## src/rtl/instruction_fetch_if.sv

```systemverilog
// instruction_fetch_if: control inputs, instruction ROM port and fetch/decode boundary of the fetch stage
interface instruction_fetch_if;
    logic        en;
    logic        stall;
    logic        branchTaken;
    logic [31:0] branchTarget;
    logic [31:0] imemAddr;
    logic [31:0] imemData;
    logic [31:0] inst;
    logic [31:0] pcOut;
    logic        instValid;
    modport master (
        input  en, stall, branchTaken, branchTarget, imemData,
        output imemAddr, inst, pcOut, instValid
    );
    modport slave (
        output en, stall, branchTaken, branchTarget, imemData,
        input  imemAddr, inst, pcOut, instValid
    );
endinterface

```

## src/rtl/instruction_fetch.sv

```systemverilog
// instruction_fetch: PC owner and ROM driver; hides the one-cycle ROM latency, skids on stall, bubbles on redirect
module instruction_fetch #(
    parameter logic [31:0] RESET_PC = 32'h0000_0000,
    parameter logic [31:0] PC_STEP  = 32'd4
) (
    input logic               clk,
    input logic               rst,
    instruction_fetch_if.master bus
);
    typedef enum logic [1:0] {REFILL, RUN, HOLD} state_t;
    state_t      state;
    logic [31:0] pc_f, pc_d, skid_inst, skid_pc;
    logic        skid_valid, hold, redirect;
    assign hold         = bus.stall | !bus.en;
    assign redirect     = bus.branchTaken & bus.en;
    assign bus.imemAddr = pc_f;
    // skid_valid is set exactly while in HOLD, so it selects the skid on release
    always_ff @(posedge clk or posedge rst) begin
        if (rst) begin
            pc_f          <= RESET_PC;
            pc_d          <= RESET_PC;
            skid_inst     <= '0;
            skid_pc       <= '0;
            skid_valid    <= 1'b0;
            bus.inst      <= '0;
            bus.pcOut     <= '0;
            bus.instValid <= 1'b0;
            state         <= REFILL;
        end else if (redirect) begin
            pc_f          <= bus.branchTarget;
            bus.inst      <= '0;
            bus.pcOut     <= '0;
            bus.instValid <= 1'b0;
            skid_valid    <= 1'b0;
            state         <= REFILL;
        end else if (!hold) begin
            bus.inst      <= skid_valid ? skid_inst : (state == RUN) ? bus.imemData : '0;
            bus.pcOut     <= skid_valid ? skid_pc : (state == RUN) ? pc_d : '0;
            bus.instValid <= state != REFILL;
            skid_valid    <= 1'b0;
            pc_d          <= pc_f;
            pc_f          <= pc_f + PC_STEP;
            state         <= RUN;
        end else if (state == RUN) begin
            skid_inst  <= bus.imemData;
            skid_pc    <= pc_d;
            skid_valid <= 1'b1;
            state      <= HOLD;
        end
    end
endmodule

```

## src/flat_wrapper.sv

```systemverilog
// flat-port wrapper written by rule: the top's interface ports become plain ports
module instruction_fetch_flat 
#(
    parameter logic [31:0] RESET_PC = 32'h0000_0000,
    parameter logic [31:0] PC_STEP  = 32'd4
)
  (clk, rst, bus_en, bus_stall, bus_branchTaken, bus_branchTarget, bus_imemData, bus_imemAddr, bus_inst, bus_pcOut, bus_instValid);
  instruction_fetch_if bus_i ();
  input logic clk;
  input logic rst;
  input wire logic [$bits(bus_i.en)-1:0] bus_en;
  input wire logic [$bits(bus_i.stall)-1:0] bus_stall;
  input wire logic [$bits(bus_i.branchTaken)-1:0] bus_branchTaken;
  input wire logic [$bits(bus_i.branchTarget)-1:0] bus_branchTarget;
  input wire logic [$bits(bus_i.imemData)-1:0] bus_imemData;
  output wire logic [$bits(bus_i.imemAddr)-1:0] bus_imemAddr;
  output wire logic [$bits(bus_i.inst)-1:0] bus_inst;
  output wire logic [$bits(bus_i.pcOut)-1:0] bus_pcOut;
  output wire logic [$bits(bus_i.instValid)-1:0] bus_instValid;
  assign bus_i.en = bus_en;
  assign bus_i.stall = bus_stall;
  assign bus_i.branchTaken = bus_branchTaken;
  assign bus_i.branchTarget = bus_branchTarget;
  assign bus_i.imemData = bus_imemData;
  assign bus_imemAddr = bus_i.imemAddr;
  assign bus_inst = bus_i.inst;
  assign bus_pcOut = bus_i.pcOut;
  assign bus_instValid = bus_i.instValid;
  instruction_fetch #(.RESET_PC(RESET_PC), .PC_STEP(PC_STEP)) u_core (.clk(clk), .rst(rst), .bus(bus_i));
endmodule
```

## config.mk

```make
export PLATFORM = sky130hd
export DESIGN_NAME = instruction_fetch_flat
export DESIGN_NICKNAME = d
export VERILOG_FILES = /design/src/rtl/instruction_fetch_if.sv /design/src/rtl/instruction_fetch.sv /design/src/flat_wrapper.sv
export SDC_FILE = /design/constraint.sdc
export NUM_CORES = 1
export LEC_CHECK = 0
export ABC_AREA = 1
export CAP_MARGIN = 15
export CORE_MARGIN = 2
export CORE_UTILIZATION = 55
export DETAILED_ROUTE_END_ITERATION = 7
export PLACE_DENSITY_LB_ADDON = 0.05
export SYNTH_ARGS = -nofsm -noshare
export SYNTH_HDL_FRONTEND = slang
export SYNTH_SLANG_ARGS = --single-unit
```

## constraint.sdc

```tcl
create_clock -name clk -period 12.3 [get_ports clk]
set_clock_uncertainty 0.2 [all_clocks]
set_input_delay 2.46 -clock clk [delete_from_list [all_inputs] [get_ports clk]]
set_output_delay 2.46 -clock clk [all_outputs]
set_load 0.01 [all_outputs]
```

==> impl_metrics.csv, run 1 <==
group,metric,value,unit
synth,synth_common_cells,"nand2_1 (259), dfrtp_1 (195), inv_1 (118), o21ai_0 (100), nor2_1 (82)",
timing,timing.setup.tns,0,ns
critical_path,path_common_cell,"nand2_2",
clocking,clockBufferDepth,2,
clocking,ctsHtreeMaxLevel,4,
timing,finalSetupViolations,0,
power_and_ir_drop,leakage,5.10,nW
drt,drt_iter0_markers,657,
die,core,15800,um^2
synth,post_synth.cell_area_avg,8.57,um^2
synth,synth_ff_type,"dfrtp_1",
clocking,cts_buffers,17,
cells_and_area,layout.nets,1236,
global_routing,grt.overflow.total,0,
timing,min_period,4.91,ns
synth,ys.warnings.count,0,
place,hpwl,13.6,mm
clocking,cts_root_buffer,"clkbuf_16",
critical_path,reg2reg_slack,10.12,ns
drt,drtAntennaViolNets,0,
die,rows,46,
place,place_congestion,0.858,
global_routing,grt_max_degree,125,
drt,wl_per_cell,15.3,um
place,placed_area,10500,um^2
drt,dr_wl_met3,1.21,mm
synth,synth_edf_count,0,
worst_hold_path,hp-class,"reg2reg",
global_routing,grt_pass1_wl,34.4,mm
critical_path,path_class,"in2reg",
synth,synth_area_leader_cell,"dfrtp_1",
timing,slew_violations,0,
drt,drc,0,
drt,vias_per_cell,5.31,
global_routing,track_usage,25.6,%
synth,synth_top_area_share,55.2,%
cells_and_area,syn_to_final_growth,25.7,%
clocking,clkSlewWorstSetupHoldPaths,0.06,ns
synth,ys_seq_area_share,55.2,%
die,die-area,17100,um^2
drt,highest_layer,"met4",
clocking,cts_tree,"built",
die,io_pins,166,
synth,synth.most_common_cell,"nand2_1",
drt,vias,7413,
critical_path,cp.required,12.44,ns
place,port_buffers,165,
synth,synth_fp_nets,1101,
die,die_w,131,um
synth,ys_types,30,
cells_and_area,fill_cells,1316,
cells_and_area,design_area,11100,um^2
synth,syn_area,8830,um^2
clocking,cts_hold_buf,0,
critical_path,crit_path_end_kind,"flip-flop",
critical_path,cp.arrival,5.06,ns
drt,drt-total-wl,21.3,mm
run,cap_violations,0,
synth,synthCells,1031,
clocking,cts_sinks,195,
global_routing,grt_pass1_vias,6896,
clocking,clock_latency,0.43,ns
drt,wl_met2,9.49,mm
timing,hold_viol,0,
timing,worst_pin_slew,1.13,ns
run_status,status,"complete, no violations",
drt,dr.pass1.iters,5,
cells_and_area,drive_gt1_share,4.24,%
power_and_ir_drop,cellPowerDensity,155,nW/um^2
synth,yosys-top-cells-area,"dfrtp_1 (55%), nand2_1 (11%), a22o_1 (6.3%)",
critical_path,worstPathCellList,"clkdlybuf4s50_1, nand2_2, nand2_2, inv_2, nand3_4, buf_4, nand2_1, o21ai_1",
timing,rsz0062_at_grt,"false",
die,start_util,56.0,%
timing,relSlewSlack,24.2,%
synth,synthArstFlopShare,100,%
die,fp.dieH,131,um
critical_path,start_kind,"input port",
clocking,cts_setup_buffers,0,
timing,fmax,203,MHz
timing,layout_worst_path_cycle_share,40.0,%
cells_and_area,antennaDiodeCount,0,
global_routing,antenna_found_initial,0,
critical_path,critPathSlowestCell,"buf_4",
critical_path,slowest_delay,0.79,ns
synth,synth_seq_cells,195,
power_and_ir_drop,peakVddDrop,0.000114,V
critical_path,worstPathMaxFanout,96,
drt,wl_met1,10.2,mm
clocking,ctsResizeCount,0,
==> through the flow <==
| stage | utilization [%] | hold WS [ns] | power (mW) | instances | worst slack (ns) |
|---|---|---|---|---|---|
| 2_1_floorplan | - | 0.259 | 1.03 | 1031 | 4.33 |
| 3_3_place_gp | 66.6 | 0.271 | 1.16 | 1363 | 7.07 |
| 3_5_place_dp | 66.6 | 0.278 | 1.17 | 1363 | 6.97 |
| 4_1_cts | 70.4 | 0.295 | 1.73 | 1395 | 7.39 |
| 5_1_grt | 70.4 | 0.313 | 1.81 | 1395 | 7.11 |
| 6_report | 70.4 | 0.291 | 1.72 | 1395 | 7.39 |
==> final cells by class <==
class                   instances  area (um^2)  share of cell area [%]
clock buffers                  21          470                    4.24
well taps                     216          270                    2.43
clock inverters                11          129                    1.16
inverters                     119          454                    4.09
multi-input cells             662         3210                    28.9
repair buffers                171         1700                    15.3
flip-flops and latches        195         4880                    43.9
==> layer usage <==
layer / vias to the layer above / global-route usage, %
li1: 3624 / -
met1: 3505 / 38.5
met2: 254 / 38.7
met3: 30 / 3.87
met4: 0 / 8.26
met5: - / 0
==> placed cells by master, fill, tap and decap left out, types with 5 or more instances in the layout <==
master             n
nor2_1            81
nand3_1           45
o21ai_0          100
inv_1            117
clkinvlp_4         5
dfrtp_1          194
nand2_1          258
a22o_1            64
a21oi_1           21
o21ai_1           64
buf_4              6
clkdlybuf4s50_1  165
clkbuf_16         17
==> path summary, 6_finish.rpt <==
kind / start / to / depth (start not counted)
min: u_core.skid_pc[5]$_DFFE_PP0P_ / u_core.skid_pc[5]$_DFFE_PP0P_ / 2
min reg2reg: u_core.skid_pc[5]$_DFFE_PP0P_ / u_core.skid_pc[5]$_DFFE_PP0P_ / 2
max: bus_branchTaken / u_core.skid_pc[4]$_DFFE_PP0P_ / 8
max reg2reg: u_core.skid_valid$_DFFE_PP0P_ / u_core.bus.pcOut[18]$_DFFE_PP0N_ / 4
min in group asynchronous: rst / u_core.bus.imemAddr[0]$_DFFE_PP0P_ / 2
max in group asynchronous: rst / u_core.skid_valid$_DFFE_PP0P_ / 3
==> where the power goes <==
| group | internal, mW | switching [mW] | total [mW] |
|---|---|---|---|
| Combinational | 0.149 | 0.180 | 0.329 |
| Clock | 0.316 | 0.241 | 0.558 |
| Sequential | 0.760 | 0.0754 | 0.835 |
| Total | 1.22 | 0.497 | 1.72 |
==> flip-flops by register name, indices dropped and copies added, names as in the netlist, 32 cells and up <==
signal	count
u_core.pc_d	32
u_core.skid_inst	32
u_core.skid_pc	32
u_core.bus.inst	32
u_core.bus.imemAddr	32
u_core.bus.pcOut	32
==> critical path: cells and delay by family <==
family | cells | cell delay, ns
buffers and inverters | 3 | 1.44
AOI/OAI and AO/OA | 1 | 0.12
and+or+nand+nor | 4 | 0.99
==> cells by family (layout without fill, tap and decap cells) <==
family	after synthesis	in the layout	synth area share, %
DFF	195	195	55.2
xor gates and xnor gates	1	1	0.0992
and+or+nand+nor	405	405	18.5
adders and majority gates	1	1	0.142
AOI/OAI and AO/OA	255	255	17.3
buffers and inverters	174	322	8.67
(Power assumes the default switching activity.)
==> run 2, diff against run 1 <==
--- a/config.mk
+++ b/config.mk
@@ -8,7 +8,7 @@
 export ABC_AREA = 1
 export CAP_MARGIN = 15
 export CORE_MARGIN = 2
-export CORE_UTILIZATION = 55
+export CORE_UTILIZATION = 47
 export DETAILED_ROUTE_END_ITERATION = 7
 export PLACE_DENSITY_LB_ADDON = 0.05
 export SYNTH_ARGS = -nofsm -noshare
==> constraint.sdc (replaced) <==
create_clock -name clk -period 4.4 [get_ports clk]
set_clock_uncertainty 0.2 [all_clocks]
set_input_delay 0.88 -clock clk [delete_from_list [all_inputs] [get_ports clk]]
set_output_delay 0.88 -clock clk [all_outputs]
set_load 0.01 [all_outputs]
==> impl_metrics.csv, run 2 (synthesis results as in run 1) <==
group,metric,value,unit
clocking,clkSlewWorstSetupHoldPaths,0.07,ns
power_and_ir_drop,internal-power,3.47,mW
timing,fmax,343,MHz
global_routing,use_met3,3.53,%
critical_path,crit_path_end_kind,"flip-flop",
drt,vias_per_cell,5.10,
clocking,clock_latency,0.43,ns
global_routing,grtUsageMet1,33.2,%
die,core,18600,um^2
cells_and_area,syn_to_final_growth,27.6,%
place,port_buffers,165,
place,place_congestion,0.877,
global_routing,antenna_found_initial,0,
clocking,cts_sinks,195,
drt,drc,0,
power_and_ir_drop,switching_share,28.1,%
cells_and_area,antennaDiodeCount,0,
drt,wl_per_cell,15.2,um
die,start_util,47.5,%
worst_hold_path,hp-class,"reg2reg",
timing,slew_violations,0,
die,rows,50,
clocking,cts_tree,"built",
cells_and_area,final_util,60.7,%
global_routing,grt_use_met2,34.0,%
power_and_ir_drop,seq_power_share,48.2,%
cells_and_area,layout.nets,1242,
power_and_ir_drop,pwr-share-comb,19.3,%
timing,hold_viol,0,
power_and_ir_drop,peakVddDrop,0.000277,V
global_routing,grt-busiest-layer,"met2",
clocking,ctsHtreeMaxLevel,4,
run,cap_violations,0,
cells_and_area,mostFrequentLayoutCells,"nand2_1 (258), dfrtp_1 (194), clkdlybuf4s50_1 (165)",
clocking,ctsResizeCount,0,
drt,drt_iter0_markers,410,
clocking,clockBufferDepth,2,
timing,timing.setup.tns,0,ns
global_routing,grt_max_degree,103,
die,die_w,141,um
run_status,status,"complete, no violations",
place,hpwl,14.0,mm
power_and_ir_drop,cellPowerDensity,428,nW/um^2
global_routing,grt_pass1_wl,35.2,mm
drt,drtAntennaViolNets,0,
power_and_ir_drop,power_frac_clock,32.5,%
global_routing,track_usage,22.3,%
place,place_ws,1.06,ns
die,fp.dieH,141,um
cells_and_area,drive_gt1_share,4.56,%
power_and_ir_drop,leakage,5.18,nW
timing,relSlewSlack,32.6,%
power_and_ir_drop,p_switching,1.35,mW
timing,rsz0062_at_grt,"false",
clocking,cts_buffers,17,
drt,drt-total-wl,21.5,mm
critical_path,cp.required,4.56,ns
critical_path,cp.arrival,3.08,ns
die,io_pins,166,
critical_path,start_kind,"input port",
clocking,cts_setup_buffers,0,
timing,min_period,2.92,ns
global_routing,grt_pass1_vias,6772,
timing,worst_pin_slew,1.01,ns
critical_path,path_class,"in2reg",
clocking,cts_root_buffer,"clkbuf_16",
timing,finalSetupViolations,0,
drt,vias,7241,
die,die-area,19900,um^2
clocking,cts_hold_buf,0,
timing,setup_slack,1.48,ns
cells_and_area,layout_commonest_cell,"nand2_1",
critical_path,worstPathMaxFanout,69,
global_routing,grt.overflow.total,0,
drt,dr.pass1.iters,5,
timing,layout_worst_path_cycle_share,66.3,%
## run 2: changes by cell type in the layout (fill, tap and decap cells not counted), sizes merged
| cell | before | now |
|---|---|---|
| inv | 119 | 118 |
| buf | 6 | 12 |
| clkbuf | 21 | 25 |
| clkinvlp | 5 | 4 |
| clkinv | 4 | 2 |
## run 2: power groups by stage
stage / combinational (mW) / sequential [mW] / clock, mW
finish: 0.929 / 2.33 / 1.57
detailed placement: 0.936 / 2.35 / 0
CTS: 0.939 / 2.32 / 1.60
global route: 1.06 / 2.37 / 1.67
global placement: 0.915 / 2.34 / 0
floorplan: 0.544 / 2.35 / 0
## run 2: final timing paths
path	end	start	slack, ns	cells after the start
setup / recovery	u_core.bus.inst[21]$_DFFE_PP0N_	bus_stall	1.48	7
min in group asynchronous	u_core.skid_inst[9]$_DFFE_PP0P_	rst	0.80	3
max in group asynchronous	u_core.skid_inst[27]$_DFFE_PP0P_	rst	2.71	3
hold reg to reg	u_core.skid_pc[11]$_DFFE_PP0P_	u_core.skid_pc[11]$_DFFE_PP0P_	0.29	2
setup reg to reg	u_core.bus.imemAddr[20]$_DFFE_PP0N_	u_core.bus.imemAddr[3]$_DFFE_PP0N_	2.45	8
hold / removal	u_core.skid_pc[11]$_DFFE_PP0P_	u_core.skid_pc[11]$_DFFE_PP0P_	0.29	2
## run 2: critical path: stages
cell and delay, ns:
clkdlybuf4s50_1 0.47, inv_1 0.04, nand2_1 0.18, nand2_2 0.35, inv_2 0.19, buf_4 0.67
a22o_1 0.27
## run 2: through the flow
step | area (um^2) | std cells | hold slack (ns) | power, mW
floorplan | 8840 | 1031 | 0.259 | 2.89
global placement | 10700 | 1386 | 0.271 | 3.26
detailed placement | 10700 | 1386 | 0.278 | 3.29
CTS | 11300 | 1418 | 0.295 | 4.86
global route | 11300 | 1419 | 0.310 | 5.10
finish | 11300 | 1419 | 0.292 | 4.82
## run 2: cell type report
class / count / area (um^2)
Fill cell: 1604 / 7310
Sequential cell: 195 / 4880
Multi-Input combinational cell: 662 / 3210
Clock buffer: 25 / 505
Tap cell: 234 / 293
Inverter: 119 / 450
Timing Repair Buffer: 177 / 1840
Clock inverter: 7 / 96.3
## run 2: metal layers
metal	up-vias	wire, um
li1	3640	-
met5	-	0
met1	3383	10400
met3	14	1230
met4	0	192
met2	204	9650
==> run 3, diff against run 2 <==
--- a/config.mk
+++ b/config.mk
@@ -8,7 +8,7 @@
 export ABC_AREA = 1
 export CAP_MARGIN = 15
 export CORE_MARGIN = 2
-export CORE_UTILIZATION = 47
+export CORE_UTILIZATION = 52
 export DETAILED_ROUTE_END_ITERATION = 7
 export PLACE_DENSITY_LB_ADDON = 0.05
 export SYNTH_ARGS = -nofsm -noshare
==> constraint.sdc (replaced) <==
create_clock -name clk -period 2.9 [get_ports clk]
set_clock_uncertainty 0.2 [all_clocks]
set_input_delay 0.58 -clock clk [delete_from_list [all_inputs] [get_ports clk]]
set_output_delay 0.58 -clock clk [all_outputs]
set_load 0.01 [all_outputs]
==> impl_metrics.csv, run 3 (synthesis results as in run 1) <==
group,metric,value,unit
drt,drc,0,
timing,fmax,436,MHz
cells_and_area,syn_to_final_growth,27.6,%
clocking,cts_root_buffer,"clkbuf_16",
place,placed_area,10700,um^2
global_routing,grt_pass1_wl,34.9,mm
drt,vias,7355,
critical_path,worstPathMaxFanout,7,
cells_and_area,antennaDiodeCount,0,
timing,timing.setup.tns,0,ns
timing,setup_slack,0.606,ns
die,start_util,53.3,%
clocking,ctsResizeCount,0,
critical_path,crit_family,"buffers and inverters",
die,die-area,18000,um^2
cells_and_area,design_area,11300,um^2
timing,rsz0062_at_grt,"false",
cells_and_area,drive_gt1_share,4.88,%
die,core,16600,um^2
timing,slew_violations,0,
clocking,clockBufferDepth,2,
critical_path,cp.required,2.12,ns
timing,min_period,2.29,ns
critical_path,rr_startpoint,"u_core.bus.imemAddr[3]$_DFFE_PP0N_",
timing,relSlewSlack,50.6,%
timing,hold_viol,0,
run_status,status,"complete, no violations",
place,place_congestion,0.865,
clocking,cts_hold_buf,0,
cells_and_area,layout.nets,1246,
power_and_ir_drop,leakage,5.18,nW
die,die_w,134,um
die,fp.dieH,134,um
drt,vias_per_cell,5.22,
clocking,cts_buffers,17,
critical_path,reg2reg_slack,0.94,ns
clocking,cts_tree,"built",
critical_path,worstPathCellList,"clkdlybuf4s50_1",
critical_path,crit_path_end_kind,"output port",
global_routing,grt_max_degree,71,
timing,layout_worst_path_cycle_share,79.1,%
place,place_ws,0.440,ns
critical_path,slowest_delay,0.59,ns
critical_path,cp-endpoint,"bus_imemAddr[4]",
drt,drtAntennaViolNets,0,
global_routing,track_usage,24.4,%
critical_path,critPathSlowestCell,"clkdlybuf4s50_1",
critical_path,crit_path_start,"u_core.bus.imemAddr[4]$_DFFE_PP0N_",
global_routing,antenna_found_initial,0,
place,port_buffers,165,
die,io_pins,166,
worst_hold_path,hp-class,"reg2reg",
drt,drt-total-wl,21.3,mm
cells_and_area,layout_commonest_cell,"nand2_1",
critical_path,r2r-end,"u_core.bus.imemAddr[20]$_DFFE_PP0N_",
critical_path,cp.depth,1,
power_and_ir_drop,cellPowerDensity,645,nW/um^2
die,rows,47,
cells_and_area,final_util,68.0,%
critical_path,ff2ff_path_depth,8,
global_routing,grt_pass1_vias,6780,
clocking,clkSlewWorstSetupHoldPaths,0.07,ns
drt,drt_iter0_markers,492,
critical_path,path_class,"reg2out",
drt,wl_per_cell,15.1,um
cells_and_area,mostFrequentLayoutCells,"nand2_1 (258), dfrtp_1 (194), clkdlybuf4s50_1 (165)",
critical_path,cp.arrival,1.51,ns
timing,worst_pin_slew,0.741,ns
clocking,cts_setup_buffers,0,
timing,finalSetupViolations,0,
clocking,clock_latency,0.43,ns
cells_and_area,layout.cells.non_filler,1409,
place,placed_cells,1377,
clocking,cts_sinks,195,
critical_path,path_buf_inv,1,
run,cap_violations,0,
global_routing,grt.overflow.total,0,
power_and_ir_drop,peakVddDrop,0.000446,V
place,hpwl,14.2,mm
clocking,ctsHtreeMaxLevel,4,
critical_path,start_kind,"flip-flop",
drt,dr.pass1.iters,5,
==> run 3: area by class of cell <==
type	instances	area, um^2
sequential	195	4880
clock inverter	11	129
inverter	119	450
multi-input combinational	662	3210
timing repair buffer	181	1880
fill	1382	5310
clock buffer	21	450
tap	220	275
==> run 3: worst min path at each step <==
stage                                                start                          endpoint  cells after the start
after floorplan           u_core.skid_inst[24]$_DFFE_PP0P_  u_core.skid_inst[24]$_DFFE_PP0P_                      2
after global placement    u_core.skid_inst[24]$_DFFE_PP0P_  u_core.skid_inst[24]$_DFFE_PP0P_                      2
after detailed placement    u_core.skid_pc[21]$_DFFE_PP0P_    u_core.skid_pc[21]$_DFFE_PP0P_                      2
after CTS                   u_core.skid_pc[21]$_DFFE_PP0P_    u_core.skid_pc[21]$_DFFE_PP0P_                      2
after global routing      u_core.skid_inst[14]$_DFFE_PP0P_  u_core.skid_inst[14]$_DFFE_PP0P_                      2
final                       u_core.skid_pc[24]$_DFFE_PP0P_    u_core.skid_pc[24]$_DFFE_PP0P_                      2
==> run 3: per-stage QoR <==
stage	power, mW	hold WS, ns
6_report	7.27	0.290
2_1_floorplan	4.39	0.259
4_1_cts	7.32	0.295
5_1_grt	7.66	0.309
3_5_place_dp	5.01	0.278
3_3_place_gp	4.95	0.271
==> run 3: power by group <==
group / total (mW) / leakage, nW / internal, mW / switching [mW]
logic: 1.43 / 2.42 / 0.659 / 0.771
registers: 3.54 / 2.50 / 3.22 / 0.315
clock network: 2.30 / 0.266 / 1.30 / 1.01
total: 7.27 / 5.18 / 5.18 / 2.09
==> run 3: per-layer routing <==
layer	vias to the layer above	wire, um	track usage [%]
li1	3638	-	-
met1	3449	10400	37.2
met2	244	9340	35.7
met3	24	1240	4.27
met4	0	322	7.37
met5	-	0	0
==> RTL change, RTL diff (settings of run 3) <==
Make the reset (`rst`) synchronous in one clocked block.
--- a/src/rtl/instruction_fetch.sv
+++ b/src/rtl/instruction_fetch.sv
@@ -15,7 +15,7 @@
     assign redirect     = bus.branchTaken & bus.en;
     assign bus.imemAddr = pc_f;
     // skid_valid is set exactly while in HOLD, so it selects the skid on release
-    always_ff @(posedge clk or posedge rst) begin
+    always_ff @(posedge clk) begin
         if (rst) begin
             pc_f          <= RESET_PC;
             pc_d          <= RESET_PC;
Check against the original RTL: differs if rst is asserted again (counterexample within 4 cycles, from zero or initial values and one cycle with rst high); with rst held inactive, the same outputs for 4 cycles.
==> RTL change against run 3 <==
- combinational power decreased by 50%
- power shrank 19%
- setup slack got worse by 32 ps
- synthesized area decreased by 3.9%
- sequential cell count did not move
- critical path depth unchanged
- sequential power is 18% lower
- clock power about the same
- wire length grew 13%
- final area shrank 4.1%
- worst hold slack worse by 33 ps
- critical endpoint is now bus_imemAddr[18]
- highest routed layer unchanged
==> RTL change: results (changes against run 3) <==
- The run finished with clean final reports.
- The post-placement worst setup slack came to 200 ps (-240 ps).
- The met1 usage was 36.9% (-0.29 points).
- The net count of the mapped netlist is 1213 (+10%).
- The worst supply voltage drop on vdd is 455 uV (+2.0%).
- The static power due to leakage is 4.01 nW (-23%).
- Counting instances in the post-synthesis netlist gives the leading cell types as sky130_fd_sc_hd__nand2_1 (210), sky130_fd_sc_hd__dfxtp_1 (195), sky130_fd_sc_hd__a21oi_1 (170), sky130_fd_sc_hd__nor2_1 (124), sky130_fd_sc_hd__o21ai_0 (116).
- The via count of the first global-routing pass is 7839 (+16%).
- The number of distinct library cells after synthesis is 33 (+10%).
- The maximum net fanout on the critical path is 6 (-1).
- The global-route wire length before repair is 39.6 mm (+14%).
- The pin count of the biggest net entering global routing is 78 (+9.9%).
- The proportion of synthesized chip area in sequential cells is 46.0% (-9.3 points).
- The share of the clock period used by the worst path after layout is 80.2% (+1.1 points).
- The placed wire-length estimate is 15.5 mm (+9.3%).
- The global-route total usage across every layer was 27.7% (+3.3 points).
- The first element of the critical path is u_core.bus.imemAddr[18].
- The startpoint of the most critical register-to-register path is u_core.bus.imemAddr[2].
- The met3 track demand over resource was 5.19% (+0.92 points).
- The internal power summed over all cells is 4.33 mW (-16%).
- The number of nets in the finished design is 1343 (+7.8%).
- The met2 demand-to-capacity share in global routing is 46.1% (+10 points).
- The most used flip-flop cell after synthesis is sky130_fd_sc_hd__dfxtp_1.
- The fraction of registers with async set/reset was 0% (-100 points).
- The hold path startpoint is u_core.pc_d[4].
- The peak per-stage delay on the critical path came to 610 ps (+20 ps).
- The ratio of cells with drive above 1 in the final layout is 8.09% (+3.2 points).
- By area the synthesized netlist is led by sky130_fd_sc_hd__dfxtp_1 (46%), sky130_fd_sc_hd__a21oi_1 (10%), sky130_fd_sc_hd__nand2_1 (9.3%).
- The actual slew at the worst max-slew pin is 1030 ps (+285 ps).
- The worst setup slack for register-to-register paths is 800 ps (-140 ps).
- The achievable frequency was 430 MHz (-1.4%).
- The signal arrival time at the worst endpoint came to 1550 ps (+40 ps).
-- RTL change: worst reg2reg max path, stage by stage, from the launching register on --
cell                      delay (ps)
sky130_fd_sc_hd__dfxtp_1         450
sky130_fd_sc_hd__ha_1            210
sky130_fd_sc_hd__nand2_1         100
sky130_fd_sc_hd__nor2_4          170
sky130_fd_sc_hd__nand3_1         180
sky130_fd_sc_hd__nor2_2          330
sky130_fd_sc_hd__nand3_1         110
sky130_fd_sc_hd__nand2_1          90
sky130_fd_sc_hd__nand3_1          60
sky130_fd_sc_hd__nand2_1          60
sky130_fd_sc_hd__inv_1            40
-- RTL change: path summary, 6_finish.rpt --
path                                  end  cells after the start
setup / recovery         bus_imemAddr[18]                      1
hold / removal        u_core.bus.pcOut[4]                      2
setup reg to reg  u_core.bus.imemAddr[30]                     10
hold reg to reg       u_core.bus.pcOut[4]                      2
-- RTL change: cell families (layout without fill, tap and decap cells) --
logic type / count (synthesis) / in the layout / share of synthesized area (%)
AND/OR/NAND/NOR: 416 / 416 / 20.7
buffers and inverters: 182 / 325 / 9.22
flip-flops: 195 / 195 / 46.0
XOR/XNOR: 1 / 1 / 0.103
adder cells (fa/ha/maj): 1 / 1 / 0.147
AO/OA/AOI/OAI: 348 / 348 / 23.9
-- RTL change: per-stage QoR --
| step | area [um2] | total power [mW] | instances | utilization (%) | hold WS, ps |
|---|---|---|---|---|---|
| final | 10800 | 5.91 | 1502 | 67.8 | 256 |
| after global routing | 10800 | 6.15 | 1502 | 67.8 | 276 |
| after CTS | 10800 | 5.94 | 1502 | 67.8 | 260 |
| after detailed placement | 10200 | 3.66 | 1470 | 64.3 | 255 |
| after global placement | 10200 | 3.66 | 1470 | 64.3 | 251 |
| after floorplan | 8490 | 3.31 | 1143 | - | 242 |
-- RTL change: layout make-up --
type,count,area [um2]
clock buffer,17,425
clock inverter,15,146
fill,1372,5130
inverter,106,407
multi-input combinational,766,3810
sequential,195,3910
tap,216,270
timing repair buffer,187,1850
-- RTL change: metal layers --
| metal | routed length (um) | vias up | share of wire (%) |
|---|---|---|---|
| li1 | - | 4042 | - |
| met1 | 10700 | 3795 | 45 |
| met2 | 11500 | 254 | 48 |
| met3 | 1370 | 30 | 5.7 |
| met4 | 361 | 0 | 1.5 |
| met5 | 0 | - | 0 |
-- RTL change: power groups by stage --
stage	sequential (mW)	combinational, mW	clock, mW
after detailed placement	2.95	0.715	0
after floorplan	2.95	0.352	0
after CTS	2.89	0.720	2.34
final	2.89	0.719	2.30
after global placement	2.95	0.708	0
after global routing	2.90	0.789	2.45
